===== config.mk =====
export PLATFORM = sky130hd
export DESIGN_NAME = result_uart_tx_flat
export DESIGN_NICKNAME = d
export VERILOG_FILES = /design/src/rtl/cnn_uart_pkg.sv /design/src/rtl/result_uart_tx_if.sv /design/src/rtl/uart_tx_core.sv /design/src/rtl/result_uart_tx.sv /design/src/flat_wrapper.sv
export SDC_FILE = /design/constraint.sdc
export NUM_CORES = 1
export LEC_CHECK = 0
export CAP_MARGIN = 25
export CELL_PAD_IN_SITES_DETAIL_PLACEMENT = 0
export CELL_PAD_IN_SITES_GLOBAL_PLACEMENT = 1
export CORE_MARGIN = 2
export CORE_UTILIZATION = 35
export DETAILED_ROUTE_END_ITERATION = 7
export HOLD_SLACK_MARGIN = 0.05
export PLACE_DENSITY = 0.6
export SYNTH_ARGS = -nofsm -noshare
export SYNTH_HDL_FRONTEND = slang
export SYNTH_SLANG_ARGS = --single-unit
export TNS_END_PERCENT = 1

===== constraint.sdc =====
create_clock -name clk -period 3.54 [get_ports clk]
set_input_delay 0.354 -clock clk [delete_from_list [all_inputs] [get_ports clk]]
set_output_delay 0.354 -clock clk [all_outputs]
set_load 0.05 [all_outputs]

===== src/rtl/cnn_uart_pkg.sv =====
// Shared types and constants for the classifier result UART.
package cnn_uart_pkg;

    typedef enum logic [1:0] {
        IDLE,
        START,
        DATA,
        STOP
    } tx_state_t;

    localparam logic [7:0] ASCII_ZERO  = 8'h30;
    localparam logic [7:0] ASCII_QMARK = 8'h3F;
    localparam logic [7:0] ASCII_CR    = 8'h0D;
    localparam logic [7:0] ASCII_LF    = 8'h0A;

    localparam int DEFAULT_BAUD_DIV = 434;

    // Digits 0..9 map to '0'..'9'; anything else is reported as '?'.
    function automatic logic [7:0] ascii_digit(input logic [7:0] value);
        return (value <= 8'd9) ? 8'(ASCII_ZERO + value) : ASCII_QMARK;
    endfunction

endpackage


===== src/rtl/result_uart_tx_if.sv =====
// Result handshake and serial line between the classifier/sequencer and the UART.
interface result_uart_tx_if;

    logic       trmt;
    logic [7:0] tx_data;
    logic       TX;
    logic       busy;
    logic       tx_done;

    modport master (
        output trmt,
        output tx_data,
        input  TX,
        input  busy,
        input  tx_done
    );

    modport slave (
        input  trmt,
        input  tx_data,
        output TX,
        output busy,
        output tx_done
    );

endinterface


===== src/rtl/uart_tx_core.sv =====
// Bit-level 8N1 serialiser. A load in IDLE, or in the last stop-bit cycle, starts a frame.
//
// state | meaning
// IDLE  | line high, waiting for load
// START | start bit (0) for BAUD_DIV cycles
// DATA  | 8 data bits, LSB first, bit_cnt selects the bit
// STOP  | stop bit (1); stop_end marks its final cycle
module uart_tx_core
    import cnn_uart_pkg::*;
#(
    parameter int BAUD_DIV = DEFAULT_BAUD_DIV
) (
    input  logic       clk,
    input  logic       rst_n,
    input  logic       load,
    input  logic [7:0] data,
    output logic       tx,
    output logic       stop_end
);

    localparam logic [11:0] RELOAD = 12'(BAUD_DIV - 1);

    tx_state_t   state, state_d;
    logic [11:0] baud_q, baud_d;
    logic [2:0]  bit_q, bit_d;
    logic [8:0]  shift_q, shift_d;
    logic        tx_d;
    logic        expire;

    assign expire   = (baud_q == 12'd0);
    assign stop_end = (state == STOP) && expire;

    always_ff @(posedge clk or negedge rst_n) begin
        if (!rst_n) begin
            state   <= IDLE;
            baud_q  <= 12'd0;
            bit_q   <= 3'd0;
            shift_q <= 9'd0;
            tx      <= 1'b1;
        end else begin
            state   <= state_d;
            baud_q  <= baud_d;
            bit_q   <= bit_d;
            shift_q <= shift_d;
            tx      <= tx_d;
        end
    end

    always_comb begin
        state_d = state;
        baud_d  = baud_q;
        bit_d   = bit_q;
        shift_d = shift_q;
        case (state)
            IDLE: begin
                if (load) begin
                    state_d = START;
                    baud_d  = RELOAD;
                    shift_d = {data, 1'b0};
                end
            end
            START: begin
                if (expire) begin
                    state_d = DATA;
                    baud_d  = RELOAD;
                    bit_d   = 3'd0;
                    shift_d = {1'b1, shift_q[8:1]};
                end else begin
                    baud_d = baud_q - 12'd1;
                end
            end
            DATA: begin
                if (expire) begin
                    baud_d = RELOAD;
                    if (bit_q == 3'd7) begin
                        state_d = STOP;
                    end else begin
                        bit_d   = bit_q + 3'd1;
                        shift_d = {1'b1, shift_q[8:1]};
                    end
                end else begin
                    baud_d = baud_q - 12'd1;
                end
            end
            STOP: begin
                if (expire) begin
                    baud_d = RELOAD;
                    // Back-to-back frame: next start bit follows the stop bit directly.
                    if (load) begin
                        state_d = START;
                        shift_d = {data, 1'b0};
                    end else begin
                        state_d = IDLE;
                    end
                end else begin
                    baud_d = baud_q - 12'd1;
                end
            end
            default: state_d = IDLE;
        endcase
        tx_d = ((state_d == IDLE) || (state_d == STOP)) ? 1'b1 : shift_d[0];
    end

endmodule


===== src/rtl/result_uart_tx.sv =====
// Sends the classified digit over the UART and raises a sticky tx_done when it has left.
// RESULT_ASCII_EN: send ASCII digit + CR + LF as one back-to-back message instead of the raw byte.
module result_uart_tx
    import cnn_uart_pkg::*;
#(
    parameter int BAUD_DIV = DEFAULT_BAUD_DIV
) (
    input  logic             clk,
    input  logic             rst_n,
    result_uart_tx_if.slave  bus
);

    logic       busy_q;
    logic       done_q;
    logic       accept;
    logic       stop_end;
    logic       load;
    logic       finish;
    logic [7:0] load_data;
    logic       tx;

    assign accept = bus.trmt && !busy_q;

`ifdef RESULT_ASCII_EN
    logic [1:0] idx_q;
    logic       more;

    assign more      = stop_end && (idx_q != 2'd2);
    assign finish    = stop_end && !more;
    assign load      = accept || more;
    assign load_data = accept ? ascii_digit(bus.tx_data)
                              : ((idx_q == 2'd0) ? ASCII_CR : ASCII_LF);

    always_ff @(posedge clk or negedge rst_n) begin
        if (!rst_n) begin
            idx_q <= 2'd0;
        end else if (accept) begin
            idx_q <= 2'd0;
        end else if (more) begin
            idx_q <= idx_q + 2'd1;
        end
    end
`else
    assign finish    = stop_end;
    assign load      = accept;
    assign load_data = bus.tx_data;
`endif

    always_ff @(posedge clk or negedge rst_n) begin
        if (!rst_n) begin
            busy_q <= 1'b0;
            done_q <= 1'b0;
        end else if (accept) begin
            busy_q <= 1'b1;
            done_q <= 1'b0;
        end else if (finish) begin
            busy_q <= 1'b0;
            done_q <= 1'b1;
        end
    end

    uart_tx_core #(
        .BAUD_DIV (BAUD_DIV)
    ) u_core (
        .clk      (clk),
        .rst_n    (rst_n),
        .load     (load),
        .data     (load_data),
        .tx       (tx),
        .stop_end (stop_end)
    );

    assign bus.TX      = tx;
    assign bus.busy    = busy_q;
    assign bus.tx_done = done_q;

endmodule

===== src/flat_wrapper.sv =====
// flat-port wrapper written by rule: the top's interface ports become plain ports
module result_uart_tx_flat import cnn_uart_pkg::*;
#(
    parameter int BAUD_DIV = DEFAULT_BAUD_DIV
)
  (clk, rst_n, bus_trmt, bus_tx_data, bus_TX, bus_busy, bus_tx_done);
  result_uart_tx_if bus_i ();
  input  logic clk;
  input  logic rst_n;
  input wire logic [$bits(bus_i.trmt)-1:0] bus_trmt;
  input wire logic [$bits(bus_i.tx_data)-1:0] bus_tx_data;
  output wire logic [$bits(bus_i.TX)-1:0] bus_TX;
  output wire logic [$bits(bus_i.busy)-1:0] bus_busy;
  output wire logic [$bits(bus_i.tx_done)-1:0] bus_tx_done;
  assign bus_i.trmt = bus_trmt;
  assign bus_i.tx_data = bus_tx_data;
  assign bus_TX = bus_i.TX;
  assign bus_busy = bus_i.busy;
  assign bus_tx_done = bus_i.tx_done;
  result_uart_tx #(.BAUD_DIV(BAUD_DIV)) u_core (.clk(clk), .rst_n(rst_n), .bus(bus_i));
endmodule

==> results of run 1 <==
flip-flops by register name (all words and copies together), names as in the netlist:
| signal | flops |
|---|---|
| u_core.bus.tx_done | 1 |
| u_core.u_core.tx | 1 |
| u_core.bus.busy | 1 |
| u_core.u_core.bit_q | 3 |
| u_core.u_core.shift_q | 9 |
| u_core.u_core.state | 2 |
| u_core.u_core.baud_q | 12 |
power groups by stage:
stage,clock network (uW),registers [uW],logic [uW]
after floorplan,0,433,127
after global placement,0,454,155
after detailed placement,0,455,160
after CTS,288,451,159
after global routing,305,461,178
final,280,452,159
cell families after synthesis:
group / after synthesis / synth area share [%]
simple gates: 59 / 21.0
compound gates: 58 / 27.0
flops: 29 / 44.6
buf+inv: 11 / 4.06
fa+ha+maj: 3 / 2.30
xor+xnor: 2 / 1.07
worst max-delay path, delay by kind of cell, from the launching register on:
family / cells / cell delay [ns]
compound gates: 2 / 0.46
simple gates: 2 / 0.64
fa+ha+maj: 1 / 0.21
buf+inv: 2 / 0.29
flops: 1 / 0.43
cell type report:
cell class	instances	share of cell area [%]
multi-input cells	122	44.5
repair buffers	16	8.10
clock buffers	8	4.78
well taps	52	3.45
flip-flops and latches	29	38.6
inverters	3	0.598
how the worst min path moves through the flow:
| stage | to | cells after the start | start |
|---|---|---|---|
| finish | u_core.u_core.baud_q[3] | 2 | rst_n |
| global route | u_core.u_core.baud_q[2] | 2 | rst_n |
| CTS | u_core.u_core.baud_q[7] | 2 | rst_n |
| detailed placement | u_core.u_core.shift_q[3] | 1 | u_core.u_core.shift_q[3] |
| global placement | u_core.bus.tx_done | 2 | u_core.bus.tx_done |
| floorplan | u_core.bus.busy | 0 | rst_n |
stage by stage:
stage | power, uW | utilization [%] | hold slack, ns | cells | setup WS [ns]
5_1_grt | 945 | 42.7 | 0.496 | 230 | 1.25
3_3_place_gp | 609 | 40.6 | 0.479 | 222 | 1.43
4_1_cts | 898 | 42.7 | 0.474 | 230 | 1.43
2_1_floorplan | 560 | - | 0.0584 | 162 | 1.72
6_report | 890 | 42.7 | 0.450 | 230 | 1.39
3_5_place_dp | 614 | 40.6 | 0.495 | 222 | 1.41
per-layer routing:
layer / track usage, % / vias to the layer above / wire length (um)
li1: - / 657 / -
met3: 4.58 / 2 / 142
met1: 22.8 / 689 / 1930
met4: 5.87 / 0 / 26
met2: 23.1 / 28 / 1710
met5: 0 / - / 0
cell usage in the layout (no fill, tap or decap), drive strengths merged, types with 4 or more instances in the layout:
| cell | n |
|---|---|
| nor4 | 4 |
| and2 | 7 |
| nand2 | 15 |
| nor2 | 8 |
| a31oi | 5 |
| nand3 | 4 |
| clkdlybuf4s50 | 13 |
| a221o | 8 |
| dfrtp | 28 |
| clkbuf | 8 |
| nor3 | 7 |
| o21ai | 17 |
==> run summary, run 1 <==
chip width: 72.3 um
Post-DP Area: 1790 sq um
final instance area: 1880 sq um
CTS buffer count: 5
vias per inst: 5.98
power per cell area: 473 nW/um^2
initial core utilization: 37.0%
headroom to the max-slew limit: 52.8%
drt wl/cell: 16.6 um
Post-synth EDFFs: 0
FP Rows: 24
Logic pwr share: 17.8%
Worst-Margin Slew: 0.702 ns
Critical Path End Type: flip-flop
proportion of layout cells with a drive suffix above 1: 15.7%
register-to-register setup slack: 1.39 ns
H-tree lvl count: 2
largest net degree at the start of global routing: 30
post-CTS sizing: 0
Syn Area/Cell: 10.1 sq um
Setup Viol. Count Final: 0
crit-path cells: inv_1 > ha_1 > nor3b_1 > buf_4 > and3_1 > a21oi_4 > a221o_1
Max clock buf depth: 2
Mapped Area: 1630 sq um
Synth async-reset ratio: 100%
Worst Reg2Reg Path Length in Cells: 7
min Tclk post-route: 2.15 ns
Hold Path Class: input port to async pin
sequential-to-total area share from yosys stat: 44.6%
Pint: 609 uW
Port Buffer Count: 13
Max Cap Viol: 0
top post-synthesis cells by area: dfrtp_1 (43%), o21ai_0 (5.2%), a221o_1 (4.9%)
post-route ant nets: 0
Root Buffer: clkbuf_8
share of Yosys cell area claimed by the top area cell type: 42.9%
syn_nets: 176
max-slew violations: 0
antenna violations before repair: 0
Synth Flop Type: dfrtp_1
post-CTS repair timing setup buffer count: 0
Pleak: 0.000757 uW
drt first pass iters: 4
Hold-fix buffers, CTS: 0
vias post-DR: 1,376
Largest stage delay, worst path: 0.44 ns
Sw Share: 31.6%
area of the multi-input gates: 838 sq um
number of global-route vias before repair: 1,281
Setup Skew: 0.00729 ns
CP arrival: 2.31 ns
run status: finished clean
Synth area leader: dfrtp_1
gpl congestion: 0.785
count of unique library cells instantiated by Yosys: 49
Core Region: 4410 sq um
Syn-to-layout area delta: 15.5%
VDD IR max: 0.204 mV
I/O pin count: 14
total track usage: 16.0%
leading cell type by number of instances after synthesis: dfrtp_1
Setup CP Type: flip-flop to flip-flop
Clock Latency Late Sink: 0.28 ns
FMAX: 0.466 GHz
Post-synth top cells: dfrtp_1 (28), o21ai_0 (17), nand2_1 (15), a221o_1 (8), nor2_1 (8)
Setup crit end: u_core.u_core.shift_q[4]
CP Launch Point: u_core.u_core.baud_q[0]
clock share of power: 31.4%
Final period util: 60.7%
sequential share of power: 50.8%
die extent in y: 72.3 um
Antenna diodes: 0
Synth Instances: 162
first-pass GRT wire length: 6.42 mm
register bit total from synthesis: 29
flip-flop and latch area: 727 sq um
clock transition at the registers of the reported paths: 0.06 ns
CP max-delay cell: and3_1
Initial DRC Count: 59
setup TNS: 0 ns
hpwl dp: 2.65 mm
global route overflow: 0
RSZ-0062 raised after global routing: no
Startpoint Class: flip-flop
wirelength, routed: 3.81 mm
Clock Sinks: 29
reg2reg end: u_core.u_core.shift_q[4]
Reg2Reg Launch Point: u_core.u_core.baud_q[0]
Sw Pwr: 281 uW
Residual DRC: 0
critical path peak fanout: 11
# nets final: 191
CTS tree: done
die area: 5220 sq um
number of fill cells in the layout: 431
final hold vios: 0
Worst EP required: 3.70 ns
Yosys warnings: 0
Power figures use the tool's default switching activity.
==> run 2, diff against run 1 <==
--- a/config.mk
+++ b/config.mk
@@ -12,7 +12,7 @@
 export CORE_UTILIZATION = 35
 export DETAILED_ROUTE_END_ITERATION = 7
 export HOLD_SLACK_MARGIN = 0.05
-export PLACE_DENSITY = 0.6
+export PLACE_DENSITY = 0.62
 export SYNTH_ARGS = -nofsm -noshare
 export SYNTH_HDL_FRONTEND = slang
 export SYNTH_SLANG_ARGS = --single-unit
==> constraint.sdc (replaced) <==
create_clock -name clk -period 1.8 [get_ports clk]
set_input_delay 0.18 -clock clk [delete_from_list [all_inputs] [get_ports clk]]
set_output_delay 0.18 -clock clk [all_outputs]
set_load 0.05 [all_outputs]
==> run summary, run 2 (synthesis gave the netlist of run 1 again) <==
run status: finished clean
min Tclk post-route: 1.73 ns (-0.423 ns)
Max Cap Viol: 0 (unchanged)
largest net degree at the start of global routing: 30 (unchanged)
critical path peak fanout: 7 (-4)
Clock Latency Late Sink: 0.28 ns (about the same)
Syn-to-layout area delta: 27.5%
worst hold margin: 0.285 ns (-0.166 ns)
antenna violations before repair: 0 (unchanged)
power per cell area: 901 nW/um^2 (+91%)
final instance area: 2080 sq um (+10%)
Max clock buf depth: 2 (unchanged)
Top reg by flops: u_core.u_core.baud_q
I/O pin count: 14 (unchanged)
gpl congestion: 0.836 (+6.4%)
final hold vios: 0 (unchanged)
Initial DRC Count: 80 (+36%)
Clock Sinks: 29 (unchanged)
Core Region: 4410 sq um (unchanged)
most frequent cells in the layout: dfrtp_1 (28), buf_4 (25), o21ai_0 (15), nand2_1 (15), clkdlybuf4s50_1 (12)
Setup Viol. Count Final: 0 (unchanged)
clock share of power: 29.8% (-1.6 points)
Sw Pwr: 591 uW (+110%)
Root Buffer: clkbuf_8
die extent in y: 72.3 um (unchanged)
Antenna diodes: 0 (unchanged)
VDD IR max: 0.448 mV (+120%)
Critical Path End Type: flip-flop
first-pass GRT wire length: 6.82 mm (+6.2%)
drt first pass iters: 4 (unchanged)
Hold Path Class: input port to async pin
Logic pwr share: 23.7% (+5.9 points)
# nets final: 212 (+11%)
CP arrival: 1.88 ns (-0.43 ns)
drt wl/cell: 15.3 um (-7.6%)
reg2reg end: u_core.u_core.shift_q[5]
Reg2Reg Launch Point: u_core.u_core.bit_q[1]
wirelength, routed: 3.84 mm (+0.79%)
max reg flops: 12 (unchanged)
number of fill cells in the layout: 436 (+1.2%)
Port Buffer Count: 13 (unchanged)
RSZ-0062 raised after global routing: yes
FMAX: 0.580 GHz (+24%)
Setup CP Type: flip-flop to flip-flop
Setup Skew: 0.0116 ns (+0.00435 ns)
Post-DP Area: 1950 sq um (+8.6%)
chip width: 72.3 um (unchanged)
Startpoint Class: flip-flop
number of global-route vias before repair: 1,422 (+11%)
register-to-register setup slack: 0.07 ns (-1.32 ns)
biggest regs: u_core.u_core.baud_q: 12 flops, u_core.u_core.shift_q: 9 flops, u_core.u_core.bit_q: 3 flops
sequential share of power: 46.5% (-4.3 points)
Pint: 1280 uW (+110%)
most common cell after layout, fill and taps aside: dfrtp_1
global route overflow: 0 (unchanged)
vias per inst: 5.63 (-6.0%)
headroom to the max-slew limit: 67.4% (+15 points)
Worst-Margin Slew: 0.487 ns (-0.214 ns)
total track usage: 16.5% (+0.49 points)
Final period util: 95.8% (+35 points)
H-tree lvl count: 2 (unchanged)
CTS tree: done
CTS buffer count: 5 (unchanged)
Sw Share: 31.5% (-0.082 points)
FP Rows: 24 (unchanged)
die area: 5220 sq um (unchanged)
Worst Reg2Reg Path Length in Cells: 6 (-1)
vias post-DR: 1,412 (+2.6%)
Hold-fix buffers, CTS: 0 (unchanged)
hpwl dp: 2.77 mm (+4.4%)
max-slew violations: 0 (unchanged)
Worst EP required: 1.95 ns (-1.75 ns)
clock transition at the registers of the reported paths: 0.07 ns (about the same)
initial core utilization: 37.0% (unchanged)
post-CTS repair timing setup buffer count: 0 (unchanged)
proportion of layout cells with a drive suffix above 1: 28.1% (+12 points)
Residual DRC: 0 (unchanged)
Pleak: 0.000861 uW (+14%)
post-route ant nets: 0 (unchanged)
run 2: worst max-delay path by stage:
stage | from | end | slack (ns) | cells after the start
2_1_floorplan | u_core.u_core.baud_q[0] | u_core.u_core.shift_q[1] | 0.03 | 7
3_3_place_gp | u_core.u_core.bit_q[1] | u_core.u_core.shift_q[7] | 0.03 | 6
3_5_place_dp | u_core.u_core.bit_q[1] | u_core.u_core.shift_q[7] | -0.002 | 6
4_1_cts | u_core.u_core.bit_q[1] | u_core.u_core.shift_q[7] | 0.006 | 6
5_1_grt | u_core.u_core.baud_q[1] | u_core.u_core.baud_q[3] | -0.07 | 7
6_report | u_core.u_core.bit_q[1] | u_core.u_core.shift_q[5] | 0.07 | 6
run 2: repair_timing:
| item | in CTS | in global routing |
|---|---|---|
| setup endpoints to repair | 7 | 25 |
| gates resized for setup | 1 | 10 |
| pin swaps | 0 | 0 |
run 2: critical path, stage by stage, from the launching register on:
cell and delay [ns]:
dfrtp_1 0.41, ha_1 0.22, ha_4 0.18, and2b_2 0.21
o22a_1 0.18, a21oi_4 0.10, a221o_1 0.30
run 2: layout make-up:
| type | instances | area (sq um) | area share, % |
|---|---|---|---|
| well taps | 52 | 65.1 | 3.13 |
| flip-flops and latches | 29 | 727 | 34.9 |
| inverters | 3 | 11.3 | 0.541 |
| multi-input cells | 122 | 880 | 42.3 |
| repair buffers | 37 | 308 | 14.8 |
| clock buffers | 8 | 90.1 | 4.33 |
run 2: metal layers:
layer / part of all wire, % / GRT usage (%) / vias to the layer above
li1: - / - / 700
met1: 51 / 23.9 / 680
met2: 45 / 25.0 / 28
met3: 3.9 / 4.72 / 4
met4: 0.75 / 2.73 / 0
met5: 0 / 0 / -
run 2: through the flow:
| step | util (%) | setup WS [ns] | setup TNS (ns) | std cells | total power [uW] |
|---|---|---|---|---|---|
| floorplan | - | 0.0349 | 0 | 162 | 1100 |
| global placement | 44.2 | 0.0274 | 0 | 243 | 1280 |
| detailed placement | 44.2 | -0.00235 | -0.00235 | 243 | 1290 |
| CTS | 46.2 | 0.00566 | 0 | 251 | 1860 |
| global route | 47.1 | -0.0745 | -0.456 | 251 | 1990 |
| finish | 47.1 | 0.0748 | 0 | 251 | 1880 |
run 2: power by group through the flow:
| stage | combinational [uW] | sequential [uW] | clock [uW] |
|---|---|---|---|
| 2_1_floorplan | 252 | 852 | 0 |
| 3_3_place_gp | 418 | 865 | 0 |
| 3_5_place_dp | 423 | 870 | 0 |
| 4_1_cts | 425 | 859 | 571 |
| 5_1_grt | 493 | 890 | 604 |
| 6_report | 445 | 871 | 559 |
==> run 3, diff against run 2 <==
--- a/config.mk
+++ b/config.mk
@@ -5,14 +5,15 @@
 export SDC_FILE = /design/constraint.sdc
 export NUM_CORES = 1
 export LEC_CHECK = 0
-export CAP_MARGIN = 25
 export CELL_PAD_IN_SITES_DETAIL_PLACEMENT = 0
 export CELL_PAD_IN_SITES_GLOBAL_PLACEMENT = 1
 export CORE_MARGIN = 2
 export CORE_UTILIZATION = 35
+export CTS_CLUSTER_DIAMETER = 120
 export DETAILED_ROUTE_END_ITERATION = 7
 export HOLD_SLACK_MARGIN = 0.05
 export PLACE_DENSITY = 0.62
+export REMOVE_ABC_BUFFERS = 1
 export SYNTH_ARGS = -nofsm -noshare
 export SYNTH_HDL_FRONTEND = slang
 export SYNTH_SLANG_ARGS = --single-unit
==> run summary, run 3 (synthesis gave the netlist of run 1 again) <==
run status: finished clean
proportion of layout cells with a drive suffix above 1: 32.7% (+4.5 points)
max-slew violations: 0 (unchanged)
die extent in y: 72.3 um (unchanged)
Port Buffer Count: 13 (unchanged)
final hold vios: 0 (unchanged)
Setup Skew: 0.0118 ns (+0.000208 ns)
most frequent cells in the layout: buf_4 (28), dfrtp_1 (27), nand2_1 (15)
drt first pass iters: 4 (unchanged)
Worst Reg2Reg Path Length in Cells: 7 (+1)
Antenna diodes: 0 (unchanged)
initial core utilization: 37.0% (unchanged)
Root Buffer: clkbuf_8
wirelength, routed: 4.09 mm (+6.4%)
vias per inst: 5.83 (+3.6%)
H-tree lvl count: 2 (unchanged)
max reg flops: 12 (unchanged)
Sw Pwr: 610 uW (+3.2%)
largest net degree at the start of global routing: 30 (unchanged)
Worst-Margin Slew: 0.488 ns (+0.000992 ns)
Hold Path Class: input port to async pin
hpwl dp: 2.96 mm (+6.9%)
Pleak: 0.000888 uW (+3.1%)
antenna violations before repair: 0 (unchanged)
Final period util: 99.3% (+3.4 points)
global route overflow: 0 (unchanged)
Syn-to-layout area delta: 30.8%
Initial DRC Count: 97 (+21%)
register-to-register setup slack: 0.01 ns (-0.06 ns)
min Tclk post-route: 1.79 ns (+0.0619 ns)
VDD IR max: 0.400 mV (-11%)
Max Cap Viol: 0 (unchanged)
Top reg by flops: u_core.u_core.baud_q
Non-Filler Instances: 254 (+1.2%)
final instance area: 2130 sq um (+2.6%)
Residual DRC: 0 (unchanged)
clock share of power: 30.7% (+0.9 points)
critical path peak fanout: 7 (unchanged)
total track usage: 17.8% (+1.3 points)
Clock Latency Late Sink: 0.29 ns (about the same)
Hold-fix buffers, CTS: 0 (unchanged)
CP arrival: 1.95 ns (+0.07 ns)
clock transition at the registers of the reported paths: 0.07 ns (about the same)
fin util: 48.4% (+1.2 points)
chip width: 72.3 um (unchanged)
drt wl/cell: 16.1 um (+5.1%)
Placed Cells: 245 (+0.82%)
biggest regs: u_core.u_core.baud_q: 12 flops, u_core.u_core.shift_q: 9 flops, u_core.u_core.bit_q: 3 flops
power per cell area: 912 nW/um^2 (+1.2%)
Startpoint Class: flip-flop
Worst EP required: 1.96 ns (about the same)
Clock Sinks: 29 (unchanged)
RSZ-0062 raised after global routing: yes
I/O pin count: 14 (unchanged)
Pint: 1340 uW (+4.0%)
Critical Path End Type: flip-flop
CTS tree: done
Core Region: 4410 sq um (unchanged)
CTS buffer count: 5 (unchanged)
sequential share of power: 44.7% (-1.8 points)
vias post-DR: 1,481 (+4.9%)
gpl congestion: 0.857 (+2.5%)
die area: 5220 sq um (unchanged)
Logic pwr share: 24.7% (+1.0 points)
first-pass GRT wire length: 7.10 mm (+4.2%)
Post-DP Area: 1960 sq um (+0.77%)
Setup Viol. Count Final: 0 (unchanged)
Max clock buf depth: 2 (unchanged)
most common cell after layout, fill and taps aside: buf_4
Setup CP Type: flip-flop to flip-flop
# nets final: 215 (+1.4%)
headroom to the max-slew limit: 67.3% (about the same)
number of global-route vias before repair: 1,434 (+0.84%)
Sw Share: 31.3% (-0.18 points)
post-route ant nets: 0 (unchanged)
number of fill cells in the layout: 420 (-3.7%)
FMAX: 0.560 GHz (-3.5%)
FP Rows: 24 (unchanged)
==> run 3: layer usage <==
metal  global-route usage (%)  share of wire [%]  wire length (um)
met5                        0                  0                 0
met4                     6.50                1.4                56
met1                     24.9                 49              1990
met2                     26.3                 45              1840
met3                     5.00                4.9               201
==> run 3: worst paths after layout <==
| kind | startpoint | endpoint |
|---|---|---|
| worst min register to register | u_core.bus.tx_done | u_core.bus.tx_done |
| min in group clk | u_core.bus.tx_done | u_core.bus.tx_done |
| worst max-delay path | u_core.u_core.baud_q[0] | u_core.u_core.shift_q[6] |
| worst max register to register | u_core.u_core.baud_q[0] | u_core.u_core.shift_q[6] |
| max in group asynchronous | rst_n | u_core.u_core.tx |
| worst min-delay path | rst_n | u_core.bus.tx_done |
==> run 3: area by class of cell <==
type | count | area, sq um | area share [%]
multi-input cells | 122 | 898 | 42.1
flip-flops and latches | 29 | 728 | 34.1
repair buffers | 40 | 330 | 15.5
clock buffers | 7 | 96.3 | 4.51
well taps | 52 | 65.1 | 3.05
inverters | 3 | 11.3 | 0.528
clock inverters | 1 | 5.00 | 0.234
==> run 3: worst max-delay path: stages, from the launching register on <==
cell	delay, ns
dfrtp_1	0.35
inv_1	0.05
ha_1	0.20
nor3b_2	0.15
buf_4	0.15
and3_4	0.19
a21o_4	0.23
a221o_1	0.35
==> run 3: power by group through the flow <==
stage	logic, uW	clock network, uW	registers [uW]
floorplan	198	0	872
global placement	440	0	867
detailed placement	449	0	869
CTS	455	611	860
global route	532	643	888
finish	480	597	869
==> run 3: stage by stage <==
step           hold WS [ns]  TNS (ns)  setup WS (ns)  power [uW]
2_1_floorplan        -0.116     -9.28         -0.487        1070
3_3_place_gp          0.479         0        0.00990        1310
3_5_place_dp          0.490    -0.224        -0.0406        1320
4_1_cts               0.288         0         0.0222        1930
5_1_grt               0.304    -0.670        -0.0736        2060
6_report              0.280         0         0.0129        1950
==> run 3: what timing repair did <==
item,CTS,global route
gates resized for setup,6,12
setup buffers,0,1
endpoints found under the setup margin,9,20
pin swaps,0,3
